--- config.mk ---
export PLATFORM = sky130hd
export DESIGN_NAME = fifo_serial_tx_flat
export DESIGN_NICKNAME = d
export VERILOG_FILES = /design/src/rtl/fifo_serial_tx_if.sv /design/src/rtl/fifo_serial_tx.sv /design/src/flat_wrapper.sv
export SDC_FILE = /design/constraint.sdc
export NUM_CORES = 1
export LEC_CHECK = 0
export ABC_AREA = 1
export ABC_CLOCK_PERIOD_IN_PS = 1700
export BUFFER_PORTS_ARGS = -buffer_cell sky130_fd_sc_hd__buf_2
export CAP_MARGIN = 20
export CORE_MARGIN = 2
export CORE_UTILIZATION = 51
export CTS_CLUSTER_SIZE = 20
export DETAILED_ROUTE_END_ITERATION = 10
export PLACE_DENSITY = 0.72
export SLEW_MARGIN = 40
export SYNTH_ARGS = -nofsm -noshare
export SYNTH_HDL_FRONTEND = slang
export SYNTH_SLANG_ARGS = --single-unit
--- constraint.sdc ---
create_clock -name clk -period 1.7 [get_ports clk]
set_clock_uncertainty 0.05 [all_clocks]
set_input_delay 0.34 -clock clk [delete_from_list [all_inputs] [get_ports clk]]
set_output_delay 0.34 -clock clk [all_outputs]
set_load 0.005 [all_outputs]
--- src/rtl/fifo_serial_tx_if.sv ---
// FIFO read-side and serial-line bundle for the fifo_serial_tx drain stage.
// The master modport is the transmitter; the slave modport is the FIFO and line observer.
interface fifo_serial_tx_if #(
    parameter int DATA_WIDTH = 8
);
    logic                  fifo_empty;
    logic [DATA_WIDTH-1:0] fifo_data;
    logic                  fifo_read;
    logic                  tx;
    logic                  busy;
    logic                  done;

    modport master (
        input  fifo_empty,
        input  fifo_data,
        output fifo_read,
        output tx,
        output busy,
        output done
    );

    modport slave (
        output fifo_empty,
        output fifo_data,
        input  fifo_read,
        input  tx,
        input  busy,
        input  done
    );
endinterface

--- src/rtl/fifo_serial_tx.sv ---
// Pops words from a show-ahead FIFO and shifts each out as an async serial frame:
// one start bit, DATA_WIDTH data bits LSB first, one stop bit. Frames run back-to-back while data is queued.
module fifo_serial_tx #(
    parameter int DATA_WIDTH   = 8,
    parameter int CLKS_PER_BIT = 16
) (
    input  logic             clk,
    input  logic             reset,
    fifo_serial_tx_if.master bus
);

    localparam int CW = (CLKS_PER_BIT > 1) ? $clog2(CLKS_PER_BIT) : 1;
    localparam int BW = (DATA_WIDTH > 1) ? $clog2(DATA_WIDTH) : 1;
    localparam logic [CW-1:0] CNT_LAST = CW'(CLKS_PER_BIT - 1);
    localparam logic [BW-1:0] BIT_LAST = BW'(DATA_WIDTH - 1);

    typedef enum logic [1:0] {
        IDLE  = 2'd0,
        START = 2'd1,
        DATA  = 2'd2,
        STOP  = 2'd3
    } state_t;

    state_t                state_q;
    logic [CW-1:0]         clk_cnt_q;
    logic [BW-1:0]         bit_idx_q;
    logic [DATA_WIDTH-1:0] shreg_q;
    logic                  tx_q;
    logic                  busy_q;
    logic                  done_q;

    logic                  at_end_s;
    logic                  pop_s;
    logic [DATA_WIDTH-1:0] shifted_s;

    assign at_end_s  = (clk_cnt_q == CNT_LAST);
    assign shifted_s = shreg_q >> 1;
    // A pop is only legal from IDLE or on the final stop-bit cycle, so back-to-back frames carry no idle bit.
    assign pop_s     = !reset && !bus.fifo_empty &&
                       ((state_q == IDLE) || ((state_q == STOP) && at_end_s));

    assign bus.fifo_read = pop_s;
    assign bus.tx        = tx_q;
    assign bus.busy      = busy_q;
    assign bus.done      = done_q;

    // Frame sequencer: state, bit timing, shift register and all registered outputs.
    always_ff @(posedge clk or posedge reset) begin
        if (reset) begin
            state_q   <= IDLE;
            clk_cnt_q <= '0;
            bit_idx_q <= '0;
            shreg_q   <= '0;
            tx_q      <= 1'b1;
            busy_q    <= 1'b0;
            done_q    <= 1'b0;
        end else if (pop_s) begin
            shreg_q   <= bus.fifo_data;
            state_q   <= START;
            clk_cnt_q <= '0;
            tx_q      <= 1'b0;
            busy_q    <= 1'b1;
            done_q    <= (state_q == STOP);
        end else begin
            done_q <= 1'b0;
            case (state_q)
                IDLE: begin
                    clk_cnt_q <= '0;
                    tx_q      <= 1'b1;
                    busy_q    <= 1'b0;
                end
                START: begin
                    if (at_end_s) begin
                        state_q   <= DATA;
                        clk_cnt_q <= '0;
                        bit_idx_q <= '0;
                        tx_q      <= shreg_q[0];
                    end else begin
                        clk_cnt_q <= clk_cnt_q + CW'(1);
                    end
                end
                DATA: begin
                    if (at_end_s) begin
                        clk_cnt_q <= '0;
                        shreg_q   <= shifted_s;
                        if (bit_idx_q == BIT_LAST) begin
                            state_q <= STOP;
                            tx_q    <= 1'b1;
                        end else begin
                            bit_idx_q <= bit_idx_q + BW'(1);
                            tx_q      <= shifted_s[0];
                        end
                    end else begin
                        clk_cnt_q <= clk_cnt_q + CW'(1);
                    end
                end
                STOP: begin
                    if (at_end_s) begin
                        state_q   <= IDLE;
                        clk_cnt_q <= '0;
                        busy_q    <= 1'b0;
                        done_q    <= 1'b1;
                    end else begin
                        clk_cnt_q <= clk_cnt_q + CW'(1);
                    end
                end
                default: begin
                    state_q   <= IDLE;
                    clk_cnt_q <= '0;
                    tx_q      <= 1'b1;
                    busy_q    <= 1'b0;
                end
            endcase
        end
    end

endmodule

--- src/flat_wrapper.sv ---
// flat-port wrapper written by rule: the top's interface ports become plain ports
module fifo_serial_tx_flat 
#(
    parameter int DATA_WIDTH   = 8,
    parameter int CLKS_PER_BIT = 16
)
  (clk, reset, bus_fifo_empty, bus_fifo_data, bus_fifo_read, bus_tx, bus_busy, bus_done);
  fifo_serial_tx_if #(.DATA_WIDTH(DATA_WIDTH)) bus_i ();
  input  logic clk;
  input  logic reset;
  input wire logic [$bits(bus_i.fifo_empty)-1:0] bus_fifo_empty;
  input wire logic [$bits(bus_i.fifo_data)-1:0] bus_fifo_data;
  output wire logic [$bits(bus_i.fifo_read)-1:0] bus_fifo_read;
  output wire logic [$bits(bus_i.tx)-1:0] bus_tx;
  output wire logic [$bits(bus_i.busy)-1:0] bus_busy;
  output wire logic [$bits(bus_i.done)-1:0] bus_done;
  assign bus_i.fifo_empty = bus_fifo_empty;
  assign bus_i.fifo_data = bus_fifo_data;
  assign bus_fifo_read = bus_i.fifo_read;
  assign bus_tx = bus_i.tx;
  assign bus_busy = bus_i.busy;
  assign bus_done = bus_i.done;
  fifo_serial_tx #(.DATA_WIDTH(DATA_WIDTH), .CLKS_PER_BIT(CLKS_PER_BIT)) u_core (.clk(clk), .reset(reset), .bus(bus_i));
endmodule
==> flow_summary.ini <==
[outcome]
status = finished, violations left
violations = setup timing

[sta]
fmax_mhz = 571
finalMaxSlewViolations = 0
timing.final.crit_share_pct = 103
slew_headroom_pct = 80.5
setup_violations = 1
rsz0062_at_grt = yes
fin_ws_ns = -0.0500
finalHoldViolCount = 0
hold_ws_ns = 0.0252
worst_slew_pin_slew_ns = 0.291
fin_crit_ns = 1.75

[pwr]
power_density_nw_per_um2 = 537
peakVddDrop_mv = 0.388
p_total_uw = 780
cellLeakagePower_nw = 0.777

[layout]
postLayoutCellArea_um2 = 1450
multi_input_comb_area_um2 = 627
nets = 197
n_antenna_cell = 0
drive_gt1_share_pct = 32.2
final_common_cell = nand2_1
post-route-util_pct = 67.0
final_cell_mix = nand2_1 (61), dfrtp_1 (19), buf_4 (14), buf_2 (13), nand3_1 (10)
fill_cells = 192
regArea_um2 = 502
area_delta_synth_final_pct = 25.6

[placed_design]
placed_area_um2 = 1270
place_congestion = 0.900
hpwl_um = 1640
port-buffer-count = 14

[yosys]
yosysWarnings = 0
ys_ff_latch = 20
syn_inst = 145
synth_area_um2 = 1160
yosysSeqAreaShare_pct = 43.4
netlist-cell-type-count = 24
synth_nets = 164
synth.avg_cell_area_um2 = 7.98

[route]
first_pass_iters = 4
antenna_left = 0
drt_wl_total_um = 2400
first_iter_violations = 7
drt-wirelength-per-cell_um = 11.7
via_count = 984
drc = 0
vias_per_cell = 4.80

[floorplan]
rows = 17
dieWidth_um = 51.6
dieArea_um2 = 2670
io_pins = 15
fp.coreArea_um2 = 2170
fp.dieH_um = 51.6
start_util_pct = 53.3

[setup_path]
required_ns = 1.31
critPathCapture = bus_fifo_read
path_class = reg -> out
worstSetupStartpoint = u_core.state_q[0]
crit_path_max_fanout = 3
r2r_cells = 10
rr_startpoint = u_core.state_q[0]
worstSetupStartpointType = register
rr_endpoint = u_core.bit_idx_q[0]
arrival_ns = 1.36
reg2reg_slack_ns = 0.05
end_kind = output port

[flow_run]
drv_cap = 0

[cts]
clk_latency_ns = 0.30
clockRootBuffer = clkbuf_4
ctsHoldBuffers = 0
path_clk_slew_ns = 0.11
cts_tree = done
cts_max_path_buffers = 2
clock_sinks = 20
htree_num_levels = 1
cts_made_buffers = 3

[global_route]
antenna_found_initial = 0
grt_pass1_wl_um = 4230
grt_max_degree = 21
grt_pass1_vias = 1022
grt-ovfl-total = 0
track_usage_pct = 21.2

[worst_hold_path]
min_path_type = in -> async
## logic make-up after synthesis
| family | Yosys count | share of synthesized area [%] |
|---|---|---|
| AO/OA/AOI/OAI | 11 | 6.38 |
| adder cells (fa/ha/maj) | 8 | 8.65 |
| buffers and inverters | 16 | 5.84 |
| flip-flops | 20 | 43.4 |
| AND/OR/NAND/NOR | 90 | 35.8 |
## per-layer routing
metal	vias up	part of all wire, %	global-route usage, %	wire [um]
li1	526	-	-	-
met1	442	48	26.1	1150
met2	12	48	35.5	1160
met3	4	2.5	3.45	60
met4	0	1.3	11.4	31
met5	-	0	0	0
## flip-flops by register name, summed over array words and instances, names as in the netlist
signal,flops
u_core.shreg_q,8
u_core.state_q,2
u_core.bus.busy,1
u_core.bit_idx_q,3
u_core.clk_cnt_q,4
u_core.bus.done,1
u_core.bus.tx,1
## cell usage after synthesis, drive strengths merged
cell type / n / area [um^2]
nand2: 67 / 282
dfrtp: 19 / 475
inv: 14 / 52.6
nand3: 11 / 60.1
ha: 8 / 100
nor2: 7 / 33.8
o21ai: 6 / 41.3
a21oi: 4 / 23.8
nand4: 3 / 25.0
a31o: 1 / 8.76
and2: 1 / 8.76
buf: 1 / 11.3
clkinv: 1 / 3.75
dfstp: 1 / 26.3
nor3: 1 / 5.00
## worst min path at each step
stage	from	end	slack, ns
after floorplan	reset	u_core.bit_idx_q[0]	0.25
after global placement	reset	u_core.shreg_q[5]	0.36
after detailed placement	reset	u_core.shreg_q[5]	0.37
after CTS	reset	u_core.shreg_q[5]	0.02
after global routing	reset	u_core.shreg_q[5]	0.02
final	reset	u_core.shreg_q[5]	0.03
## cell type report
class,instances,share of cell area (%)
Tap cell,28,2.41
Multi-Input combinational cell,109,43.1
Sequential cell,20,34.5
Timing Repair Buffer,29,13.3
Inverter,15,4.22
Clock buffer,4,2.50
## critical path: stages (launching register included)
cell,delay (ns)
dfrtp_1,0.42
buf_6,0.13
ha_4,0.16
nand4_4,0.07
nand2_4,0.08
nand2_8,0.07
inv_4,0.03
buf_6,0.10
## where the power goes
part | internal (mW) | leakage [nW] | switching, mW
registers | 0.476 | 0.252 | 0
clock network | 0.131 | 0.0210 | 0.145
logic | 0.0108 | 0.504 | 0.0180
total | 0.617 | 0.777 | 0.163
## metrics by stage
| stage | setup WS, ns | TNS [ns] | std cells |
|---|---|---|---|
| after detailed placement | 0.0438 | 0 | 189 |
| after floorplan | 0.203 | 0 | 145 |
| final | -0.0500 | -0.0500 | 205 |
| after global placement | 0.0740 | 0 | 189 |
| after global routing | -0.134 | -0.316 | 205 |
| after CTS | -0.0747 | -0.0747 | 202 |
## timing repair
action	in CTS	in global routing
buffers inserted	9	3
pin swaps	1	2
gates resized for setup	10	6
setup endpoints to repair	1	14
Note: power is estimated with default switching activity, not from simulation.
